[src/rtl/cache_tag_ctrl_if.sv]
// Bus bundle between the cache tag controller, the CPU request port, the
// memory handshake, the data array strobes and the 16x24 tag SRAM.
interface cache_tag_ctrl_if #(
   parameter int ADDR_WIDTH = 32,
   parameter int SET_BITS   = 4,
   parameter int TAG_WIDTH  = 24
);
   logic [ADDR_WIDTH-1:0] cpu_addr;
   logic                  cpu_read;
   logic                  cpu_write;
   logic                  cpu_resp;
   logic                  data_cpu_we;
   logic                  data_fill_we;
   logic [SET_BITS-1:0]   data_set;
   logic [ADDR_WIDTH-1:0] mem_addr;
   logic                  mem_read;
   logic                  mem_write;
   logic                  mem_resp;
   logic                  tag_csb0;
   logic                  tag_web0;
   logic [SET_BITS-1:0]   tag_addr0;
   logic [TAG_WIDTH-1:0]  tag_din0;
   logic [TAG_WIDTH-1:0]  tag_dout0;

   // Environment side: CPU, memory and tag SRAM models
   modport master (
      output cpu_addr, cpu_read, cpu_write, mem_resp, tag_dout0,
      input  cpu_resp, data_cpu_we, data_fill_we, data_set,
      input  mem_addr, mem_read, mem_write,
      input  tag_csb0, tag_web0, tag_addr0, tag_din0
   );

   // Controller side
   modport slave (
      input  cpu_addr, cpu_read, cpu_write, mem_resp, tag_dout0,
      output cpu_resp, data_cpu_we, data_fill_we, data_set,
      output mem_addr, mem_read, mem_write,
      output tag_csb0, tag_web0, tag_addr0, tag_din0
   );
endinterface

[src/rtl/cache_tag_ctrl.sv]
// Direct-mapped L1 tag/metadata controller: tag compare against the tag SRAM,
// valid/dirty flops, and writeback/fill sequencing over the memory handshake.
module cache_tag_ctrl #(
   parameter int ADDR_WIDTH  = 32,
   parameter int SET_BITS    = 4,
   parameter int OFFSET_BITS = 4,
   parameter int TAG_WIDTH   = ADDR_WIDTH - SET_BITS - OFFSET_BITS
) (
   input  logic            clk,
   input  logic            rst,
   cache_tag_ctrl_if.slave bus
);
   localparam int NSETS = 1 << SET_BITS;

   typedef enum logic [2:0] {IDLE, CMP, WB, FILL, REREAD} state_t;

   state_t                r_state;
   logic [NSETS-1:0]      r_valid;
   logic [NSETS-1:0]      r_dirty;
   logic                  r_mem_read;
   logic                  r_mem_write;
   logic [ADDR_WIDTH-1:0] r_mem_addr;
   logic [TAG_WIDTH-1:0]  r_req_tag;
   logic [SET_BITS-1:0]   r_req_set;
   logic                  r_req_wr;

   logic                  w_req;
   logic                  w_hit;
   logic [SET_BITS-1:0]   w_cpu_set;
   logic                  w_unused;

   function automatic logic [ADDR_WIDTH-1:0] line_addr(
      input logic [TAG_WIDTH-1:0] tag,
      input logic [SET_BITS-1:0]  set
   );
      return {tag, set, {OFFSET_BITS{1'b0}}};
   endfunction

   assign w_req     = bus.cpu_read | bus.cpu_write;
   assign w_cpu_set = bus.cpu_addr[OFFSET_BITS +: SET_BITS];
   assign w_hit     = r_valid[r_req_set] && (bus.tag_dout0 == r_req_tag);
   assign w_unused  = ^bus.cpu_addr[OFFSET_BITS-1:0];

   always_ff @(posedge clk) begin
      if (rst) begin
         r_state     <= IDLE;
         r_valid     <= '0;
         r_dirty     <= '0;
         r_mem_read  <= 1'b0;
         r_mem_write <= 1'b0;
         r_mem_addr  <= '0;
      end else begin
         case (r_state)
            IDLE: if (w_req) r_state <= CMP;
            CMP: begin
               if (w_hit) begin
                  if (r_req_wr) r_dirty[r_req_set] <= 1'b1;
                  r_state <= IDLE;
               end else if (r_valid[r_req_set] && r_dirty[r_req_set]) begin
                  // The SRAM output still holds the victim's tag this cycle
                  r_mem_write <= 1'b1;
                  r_mem_addr  <= line_addr(bus.tag_dout0, r_req_set);
                  r_state     <= WB;
               end else begin
                  r_mem_read <= 1'b1;
                  r_mem_addr <= line_addr(r_req_tag, r_req_set);
                  r_state    <= FILL;
               end
            end
            WB: if (bus.mem_resp) begin
               r_dirty[r_req_set] <= 1'b0;
               r_mem_write        <= 1'b0;
               r_mem_read         <= 1'b1;
               r_mem_addr         <= line_addr(r_req_tag, r_req_set);
               r_state            <= FILL;
            end
            FILL: if (bus.mem_resp) begin
               r_valid[r_req_set] <= 1'b1;
               r_dirty[r_req_set] <= 1'b0;
               r_mem_read         <= 1'b0;
               r_mem_addr         <= '0;
               r_state            <= REREAD;
            end
            REREAD: r_state <= CMP;
            default: r_state <= IDLE;
         endcase
      end
   end

   // Request latch; write wins when both read and write are raised
   always_ff @(posedge clk) begin
      if (r_state == IDLE && w_req) begin
         r_req_tag <= bus.cpu_addr[ADDR_WIDTH-1 -: TAG_WIDTH];
         r_req_set <= w_cpu_set;
         r_req_wr  <= bus.cpu_write;
      end
   end

   // SRAM strobes and completion react to the same-cycle request/response
   always_comb begin
      bus.tag_csb0     = 1'b1;
      bus.tag_web0     = 1'b1;
      bus.tag_addr0    = '0;
      bus.tag_din0     = '0;
      bus.cpu_resp     = 1'b0;
      bus.data_cpu_we  = 1'b0;
      bus.data_fill_we = 1'b0;
      if (!rst) begin
         case (r_state)
            IDLE: if (w_req) begin
               bus.tag_csb0  = 1'b0;
               bus.tag_addr0 = w_cpu_set;
            end
            CMP: if (w_hit) begin
               bus.cpu_resp    = 1'b1;
               bus.data_cpu_we = r_req_wr;
            end
            FILL: if (bus.mem_resp) begin
               bus.data_fill_we = 1'b1;
               bus.tag_csb0     = 1'b0;
               bus.tag_web0     = 1'b0;
               bus.tag_addr0    = r_req_set;
               bus.tag_din0     = r_req_tag;
            end
            REREAD: begin
               bus.tag_csb0  = 1'b0;
               bus.tag_addr0 = r_req_set;
            end
            default: ;
         endcase
      end
   end

   assign bus.mem_read  = r_mem_read;
   assign bus.mem_write = r_mem_write;
   assign bus.mem_addr  = r_mem_addr;
   assign bus.data_set  = r_req_set;
endmodule

[src/flat_wrapper.sv]
// flat-port wrapper written by rule: the top's interface ports become plain ports
module cache_tag_ctrl_flat 
#(
   parameter int ADDR_WIDTH  = 32,
   parameter int SET_BITS    = 4,
   parameter int OFFSET_BITS = 4,
   parameter int TAG_WIDTH   = ADDR_WIDTH - SET_BITS - OFFSET_BITS
)
  (clk, rst, bus_cpu_addr, bus_cpu_read, bus_cpu_write, bus_mem_resp, bus_tag_dout0, bus_cpu_resp, bus_data_cpu_we, bus_data_fill_we, bus_data_set, bus_mem_addr, bus_mem_read, bus_mem_write, bus_tag_csb0, bus_tag_web0, bus_tag_addr0, bus_tag_din0);
  cache_tag_ctrl_if #(.ADDR_WIDTH(ADDR_WIDTH), .SET_BITS(SET_BITS), .TAG_WIDTH(TAG_WIDTH)) bus_i ();
  input  logic clk;
  input  logic rst;
  input wire logic [$bits(bus_i.cpu_addr)-1:0] bus_cpu_addr;
  input wire logic [$bits(bus_i.cpu_read)-1:0] bus_cpu_read;
  input wire logic [$bits(bus_i.cpu_write)-1:0] bus_cpu_write;
  input wire logic [$bits(bus_i.mem_resp)-1:0] bus_mem_resp;
  input wire logic [$bits(bus_i.tag_dout0)-1:0] bus_tag_dout0;
  output wire logic [$bits(bus_i.cpu_resp)-1:0] bus_cpu_resp;
  output wire logic [$bits(bus_i.data_cpu_we)-1:0] bus_data_cpu_we;
  output wire logic [$bits(bus_i.data_fill_we)-1:0] bus_data_fill_we;
  output wire logic [$bits(bus_i.data_set)-1:0] bus_data_set;
  output wire logic [$bits(bus_i.mem_addr)-1:0] bus_mem_addr;
  output wire logic [$bits(bus_i.mem_read)-1:0] bus_mem_read;
  output wire logic [$bits(bus_i.mem_write)-1:0] bus_mem_write;
  output wire logic [$bits(bus_i.tag_csb0)-1:0] bus_tag_csb0;
  output wire logic [$bits(bus_i.tag_web0)-1:0] bus_tag_web0;
  output wire logic [$bits(bus_i.tag_addr0)-1:0] bus_tag_addr0;
  output wire logic [$bits(bus_i.tag_din0)-1:0] bus_tag_din0;
  assign bus_i.cpu_addr = bus_cpu_addr;
  assign bus_i.cpu_read = bus_cpu_read;
  assign bus_i.cpu_write = bus_cpu_write;
  assign bus_i.mem_resp = bus_mem_resp;
  assign bus_i.tag_dout0 = bus_tag_dout0;
  assign bus_cpu_resp = bus_i.cpu_resp;
  assign bus_data_cpu_we = bus_i.data_cpu_we;
  assign bus_data_fill_we = bus_i.data_fill_we;
  assign bus_data_set = bus_i.data_set;
  assign bus_mem_addr = bus_i.mem_addr;
  assign bus_mem_read = bus_i.mem_read;
  assign bus_mem_write = bus_i.mem_write;
  assign bus_tag_csb0 = bus_i.tag_csb0;
  assign bus_tag_web0 = bus_i.tag_web0;
  assign bus_tag_addr0 = bus_i.tag_addr0;
  assign bus_tag_din0 = bus_i.tag_din0;
  cache_tag_ctrl #(.ADDR_WIDTH(ADDR_WIDTH), .SET_BITS(SET_BITS), .OFFSET_BITS(OFFSET_BITS), .TAG_WIDTH(TAG_WIDTH)) u_core (.clk(clk), .rst(rst), .bus(bus_i));
endmodule
[config.mk]
export PLATFORM = sky130hd
export DESIGN_NAME = cache_tag_ctrl_flat
export DESIGN_NICKNAME = d
export VERILOG_FILES = /design/src/rtl/cache_tag_ctrl_if.sv /design/src/rtl/cache_tag_ctrl.sv /design/src/flat_wrapper.sv
export SDC_FILE = /design/constraint.sdc
export NUM_CORES = 1
export LEC_CHECK = 0
export CELL_PAD_IN_SITES_DETAIL_PLACEMENT = 1
export CELL_PAD_IN_SITES_GLOBAL_PLACEMENT = 1
export CORE_UTILIZATION = 39
export CTS_CLUSTER_SIZE = 8
export DETAILED_ROUTE_END_ITERATION = 16
export GPL_TIMING_DRIVEN = 1
export PLACE_DENSITY = 0.94
export SYNTH_ARGS = -nofsm -noshare
export SYNTH_HDL_FRONTEND = slang
export SYNTH_SLANG_ARGS = --single-unit
export TNS_END_PERCENT = 10
[constraint.sdc]
create_clock -name clk -period 3.9 [get_ports clk]
set_input_delay 0.39 -clock clk [delete_from_list [all_inputs] [get_ports clk]]
set_output_delay 0.39 -clock clk [all_outputs]
set_load 0.03 [all_outputs]
# After elaboration in Yosys (flattened, before gate mapping)

Cells that the tools add are included.

Register bits: 98
Bits in latches: 0
Bits in writable memories: 0
ROM bits: 0
Input port bits: 61
Memories kept: 0

Add/subtract/negate cells: 0
Multipliers: 0
Divide/modulo/power cells: 0
Magnitude comparators: 2
Equal/unequal tests: 14
Shift-type cells: 0
Multiplexer cells: 51
Bitwise gates (word level): 5
Reductions and logical operators: 15

Operators with widths:

| operator           | count |
|---|---|
| $mux 32            | 4 |
| $pmux 32 s3        | 1 |
| $mux 24            | 3 |
| $mux 16            | 3 |
| $or 16x16->16      | 2 |
| $pmux 16 s2        | 1 |
| $eq 24x24->1       | 1 |
| $mux 1             | 24 |
| $and 16x16->16     | 1 |
| $not 16->16        | 1 |
| $pmux 3 s5         | 1 |
| $mux 3             | 4 |
| $mux 4             | 3 |
| $pmux 4 s3         | 1 |
| $reduce_and 4->1   | 3 |
| $ne 2x1->1 const B | 5 |
| $bmux 1 s4         | 2 |
| $ne 2x2->1 const B | 4 |
| $eq 3x2->1 const B | 2 |
| $pmux 1 s3         | 2 |
| $lt 4x5->1 const B | 1 |
| $reduce_and 5->1   | 1 |
| $demux 1 s4        | 1 |
| $ge 4x1->1 const B | 1 |
| 11 further kinds   | 15 |

# Logic depth before layout (Yosys ltp)

Depth in word-level cells: 8
Depth in mapped cells: 9
Depth with buffers taken out: 6

# Worst setup path before layout

Ideal clock, no wire load.

Path type: reg2out
Start point: register u_core.r_req_tag[7]
End point: output bus_data_cpu_we
Arrival: 2.897 ns
Setup slack: 0.613 ns
Stages on the path, launching flop included: 7
Path buffers: 0
Path through: edfxtp_1 -> xnor2_1 -> nand4_1 -> nor4_2 -> nand3_1 -> nor4_1 -> and2_1

Word-level cells in the longest chain between the ends: 5

RTL lines:

| item                   | line                  | source |
|---|---|---|
| from (decl)            | cache_tag_ctrl.sv:23  | `logic [TAG_WIDTH-1:0] r_req_tag;` |
| from (signal assigned) | cache_tag_ctrl.sv:93  | `r_req_tag <= bus.cpu_addr[ADDR_WIDTH-1 -: TAG_WIDTH];` |
| $eq 24x24->1           | cache_tag_ctrl.sv:41  | `assign w_hit = r_valid[r_req_set] && (bus.tag_dout0 == r_req_tag);` |
| $logic_and 1x1->1      | cache_tag_ctrl.sv:41  |  |
| $mux 1                 | cache_tag_ctrl.sv:114 | `CMP: if (w_hit) begin` |
| $mux 1                 | cache_tag_ctrl.sv:109 | `case (r_state)` |
| $mux 1                 | cache_tag_ctrl.sv:108 | `if (!rst) begin` |
| to (decl)              | flat_wrapper.sv:19    | `output wire logic [$bits(bus_i.data_cpu_we)-1:0] bus_data_cpu_we;` |

No other way between the ends.

# Final worst setup path

Start point: register u_core.r_req_set[3], in the netlist u_core.bus.data_set[3]
End point: output bus_cpu_resp

Word-level cells in the longest chain between the ends: 6

RTL lines:

| item                         | line                  | source |
|---|---|---|
| from (decl)                  | cache_tag_ctrl.sv:24  | `logic [SET_BITS-1:0] r_req_set;` |
| from (signal assigned)       | cache_tag_ctrl.sv:94  | `r_req_set <= w_cpu_set;` |
| $bmux 1 s4                   | cache_tag_ctrl.sv:41  |  |
| $mux 1 (not written as such) | cache_tag_ctrl.sv:41  |  |
| $logic_and 1x1->1            | cache_tag_ctrl.sv:41  |  |
| $mux 1                       | cache_tag_ctrl.sv:114 |  |
| $mux 1                       | cache_tag_ctrl.sv:109 |  |
| $mux 1                       | cache_tag_ctrl.sv:108 |  |
| to (decl)                    | flat_wrapper.sv:18    | `output wire logic [$bits(bus_i.cpu_resp)-1:0] bus_cpu_resp;` |

No other way between the ends. The select of a mux whose other input is x is not followed.

==> PnR_summary.wiki <==
{| class="wikitable"
! Metric !! Value
|-
| Full die area || 12030 um^2
|-
| Startpoint type of the worst setup path || flop
|-
| Finish-stage setup viols || 0
|-
| First-pass detailed-route iteration total || 4
|-
| Hold Path Class || flop to flop
|-
| Leakage power figure || 2.416 nW
|-
| Register bit total from synthesis || 94
|-
| Unrepaired setup endpoints after global routing || false
|-
| CTS HTree Levels || 3
|-
| Summed negative setup slack over all endpoints || 0 ns
|-
| Worst setup path class || flop to primary output
|-
| Endpoint of the worst hold path || u_core.r_valid[11]$_SDFFE_PP0P_
|-
| Highest Clock Rate || 285.3 MHz
|-
| Final weighted congestion in routability-driven placement || 0.8114
|-
| Depth of the worst register-to-register path || 8
|-
| First DRT Iteration DRCs || 295
|-
| Top delay family on crit path || simple AND/OR/NAND/NOR gates
|-
| Pin count of the biggest net entering global routing || 31
|-
| Number of global-route vias before repair || 4466
|-
| Port Buf Inserts || 123
|-
| Endpoint kind of the worst setup timing path || primary output
|-
| Status || complete, no violations
|-
| Final Routed Wirelength || 15880 um
|-
| Maximum capacitance violations || 0
|-
| Arrival time worst endpoint || 3.12 ns
|-
| Starting Density || 0.4082
|-
| Worst Hold Launch || u_core.r_valid[11]$_SDFFE_PP0P_
|-
| Count of yosys warnings during synthesis || 0
|-
| Cell Pwr Density || 489.4 nW/um^2
|-
| Hold Violations, Final || 0
|-
| Worst clock skew || 0.01148 ns
|-
| Overall power consumption || 3.023 mW
|-
| Worst Slack Setup Final || 0.3947 ns
|-
| Die boundary width || 109.7 um
|-
| Gr usage total || 0.2714
|-
| Wire length of the first global-routing pass || 24180 um
|-
| Routed len/inst || 22.05 um
|-
| Post-route clock period utilization || 0.8988
|-
| Most frequent CP cell || sky130_fd_sc_hd__nand3_1
|-
| Slew at the pin closest to its max-slew limit || 0.7292 ns
|-
| Inserted Clock Buffers || 9
|-
| Slowest CP cell || sky130_fd_sc_hd__clkdlybuf4s50_1
|-
| Worst slew slack as a fraction of its limit || 0.5138
|-
| Clk_lat worst skew || 0.35 ns
|-
| Depth of the worst hold-timing path || 2
|-
| DP Wirelength || 11460 um
|-
| Setup slack of the worst register-to-register path || 1.10 ns
|-
| Cell row count || 38
|-
| Footprint of the multi-input gates || 2183 um^2
|-
| Nets@finish || 636
|-
| Ratio of cells with drive above 1 in the final layout || 0.09655
|-
| TritonCTS clock tree || yes
|-
| Post-synth EDFFs || 29
|-
| Antenna fix cells || 0
|-
| Endpoint of the lowest-slack register-to-register path || u_core.bus.mem_addr[26]$_SDFFE_PP0P_
|-
| Worst Path Max Fanout || 16
|-
| CTS Root Cell || sky130_fd_sc_hd__clkbuf_16
|-
| Clock-pin transition on the worst setup and hold timing paths || 0.07 ns
|-
| Worst stage delay on the critical path || 0.76 ns
|-
| Post-Route Utilization || 0.5575
|-
| Prevailing post-synth register cell || sky130_fd_sc_hd__dfxtp_1
|-
| Die span in y || 109.7 um
|-
| Register Area || 2172 um^2
|-
| Fin. max-slew vios || 0
|-
| Netlist area before placement || 4522 um^2
|-
| Critical register-to-register path startpoint || u_core.bus.data_set[0]$_DFFE_PP_
|-
| Number of buffer and inverter instances along the worst setup path || 1
|-
| Total via count after detailed routing || 4210
|-
| Final instance count without filler cells || 720
|-
| Core area || 11080 um^2
|-
| Cells after DPL || 701
|-
| Gate count after technology mapping || 454
|-
| Worst-case setup slack after placement || 0.4867 ns
|-
| Clock buffer depth || 2
|-
| Sequential share of the synthesized area || 0.4804
|-
| Worst path required time || 3.51 ns
|-
| Proportion of synthesized flip-flops having asynchronous set or reset || 0
|-
| Clock period minus worst slack || 3.505 ns
|-
| Global route total overflow || 0
|-
| Initial antenna violation count || 0
|-
| Number of unique standard cell types used by synthesis || 41
|-
| Syn_area_per_cell || 9.960 um^2
|-
| Number of fill cells || 1216
|-
| IO Pins || 132
|-
| Number of gates given a new drive strength after cts || 0
|-
| Detail Route Antenna Nets || 0
|-
| Layout area overhead || 36.58%
|-
| Avg Vias per Cell || 5.847
|-
| Maximum vdd drop || 0.2533 mV
|-
| Number of remaining DRC errors || 0
|-
| Num Clock Sinks || 94
|-
| Cell chain of the critical path || mux4_2 -> nand3_1 -> nand4_2 -> nand3_1 -> nor4_1 -> clkdlybuf4s50_1
|}
worst max-delay path by stage:
stage,depth (start not counted),to,slack [ns],start
finish,6,bus_cpu_resp,0.39,u_core.bus.data_set[3]$_DFFE_PP_
floorplan,6,bus_data_cpu_we,0.61,u_core.r_req_tag[7]$_DFFE_PP_
global route,6,bus_cpu_resp,0.18,u_core.bus.data_set[3]$_DFFE_PP_
CTS,6,bus_cpu_resp,0.21,u_core.bus.data_set[0]$_DFFE_PP_
global placement,7,bus_cpu_resp,0.51,bus_tag_dout0[22]
detailed placement,7,bus_cpu_resp,0.49,bus_tag_dout0[22]
timing repair:
action | in CTS | in global routing
setup buffers | 0 | 3
endpoints found under the setup margin | 0 | 1
hold buffers | 0 | 0
cell usage after synthesis, types with 2 or more instances:
| master | instances | area (um^2) |
|---|---|---|
| sky130_fd_sc_hd__nand3_1 | 9 | 45.04 |
| sky130_fd_sc_hd__mux2i_1 | 16 | 160.2 |
| sky130_fd_sc_hd__nor2_1 | 70 | 262.8 |
| sky130_fd_sc_hd__buf_2 | 3 | 15.01 |
| sky130_fd_sc_hd__a221oi_2 | 11 | 165.2 |
| sky130_fd_sc_hd__mux4_2 | 8 | 180.2 |
| sky130_fd_sc_hd__nand4_1 | 10 | 62.56 |
| sky130_fd_sc_hd__o21ai_0 | 27 | 135.1 |
| sky130_fd_sc_hd__clkbuf_1 | 16 | 60.06 |
| sky130_fd_sc_hd__a31oi_1 | 3 | 18.77 |
| sky130_fd_sc_hd__nand2b_1 | 3 | 18.77 |
| sky130_fd_sc_hd__and4_1 | 2 | 17.52 |
| sky130_fd_sc_hd__a22oi_1 | 4 | 30.03 |
| sky130_fd_sc_hd__buf_6 | 5 | 56.30 |
| sky130_fd_sc_hd__nor3_1 | 3 | 15.01 |
| sky130_fd_sc_hd__nand2_1 | 37 | 138.9 |
| sky130_fd_sc_hd__a221oi_1 | 13 | 113.9 |
| sky130_fd_sc_hd__inv_1 | 2 | 7.510 |
| sky130_fd_sc_hd__xnor2_1 | 24 | 210.2 |
| sky130_fd_sc_hd__dfxtp_1 | 65 | 1301 |
| sky130_fd_sc_hd__buf_4 | 7 | 52.55 |
| sky130_fd_sc_hd__a21oi_1 | 23 | 115.1 |
| sky130_fd_sc_hd__nand3b_1 | 5 | 37.54 |
| sky130_fd_sc_hd__a21o_1 | 17 | 127.6 |
| sky130_fd_sc_hd__and2_1 | 25 | 156.4 |
| sky130_fd_sc_hd__nor2b_1 | 3 | 18.77 |
| sky130_fd_sc_hd__edfxtp_1 | 29 | 870.8 |
cell type report:
type                    count  area share
multi-input cells         330      0.3535
flip-flops and latches     94      0.3517
repair buffers            138      0.2172
clock buffers               9     0.03647
well taps                 140     0.02836
clock inverters             7     0.01155
inverters                   2    0.001216
metal layers:
layer,routed length [um],share of wire,track usage,vias to the layer above
met4,654,0.041,0.1238,0
met5,0,0,0,-
met3,921,0.058,0.06461,46
met1,6179,0.39,0.3002,2124
met2,8123,0.51,0.4906,165
li1,-,-,-,1875
tightest hold or removal path: stages (launching register included):
cell	delay, ns
sky130_fd_sc_hd__dfxtp_1	0.33
sky130_fd_sc_hd__a21oi_1	0.04
sky130_fd_sc_hd__nor2_1	0.07
metrics by stage:
step	hold slack, ns	instance area (um^2)
detailed placement	0.4561	5857
finish	0.4742	6176
CTS	0.4739	6153
global route	0.4978	6176
global placement	0.4415	5857
floorplan	0.4315	4533
cells by family (layout without fill, tap and decap cells):
logic type,after synthesis,count (layout),share of synthesized area
and+or+nand+nor,173,173,0.1832
AOI/OAI and AO/OA,104,104,0.1696
DFF,94,94,0.4804
buffers and inverters,33,156,0.04233
xor gates and xnor gates,25,25,0.04842
muxes,24,24,0.07526
other,1,4,0.0008293
layout by cell type, fill, tap and decap left out, types with 13 or more instances in the layout:
cell / Yosys / layout
sky130_fd_sc_hd__a21o_1: 17 / 17
sky130_fd_sc_hd__a21oi_1: 23 / 23
sky130_fd_sc_hd__a221oi_1: 13 / 13
sky130_fd_sc_hd__and2_1: 25 / 25
sky130_fd_sc_hd__buf_4: 7 / 16
sky130_fd_sc_hd__clkdlybuf4s50_1: 0 / 122
sky130_fd_sc_hd__dfxtp_1: 65 / 65
sky130_fd_sc_hd__edfxtp_1: 29 / 29
sky130_fd_sc_hd__mux2i_1: 16 / 16
sky130_fd_sc_hd__nand2_1: 37 / 37
sky130_fd_sc_hd__nor2_1: 70 / 69
sky130_fd_sc_hd__o21ai_0: 27 / 27
sky130_fd_sc_hd__xnor2_1: 24 / 24
power by group:
| part | internal [mW] | switching (mW) |
|---|---|---|
| Clock | 0.499 | 0.401 |
| Combinational | 0.339 | 0.523 |
| Sequential | 1.15 | 0.115 |
(Power assumes the default switching activity.)
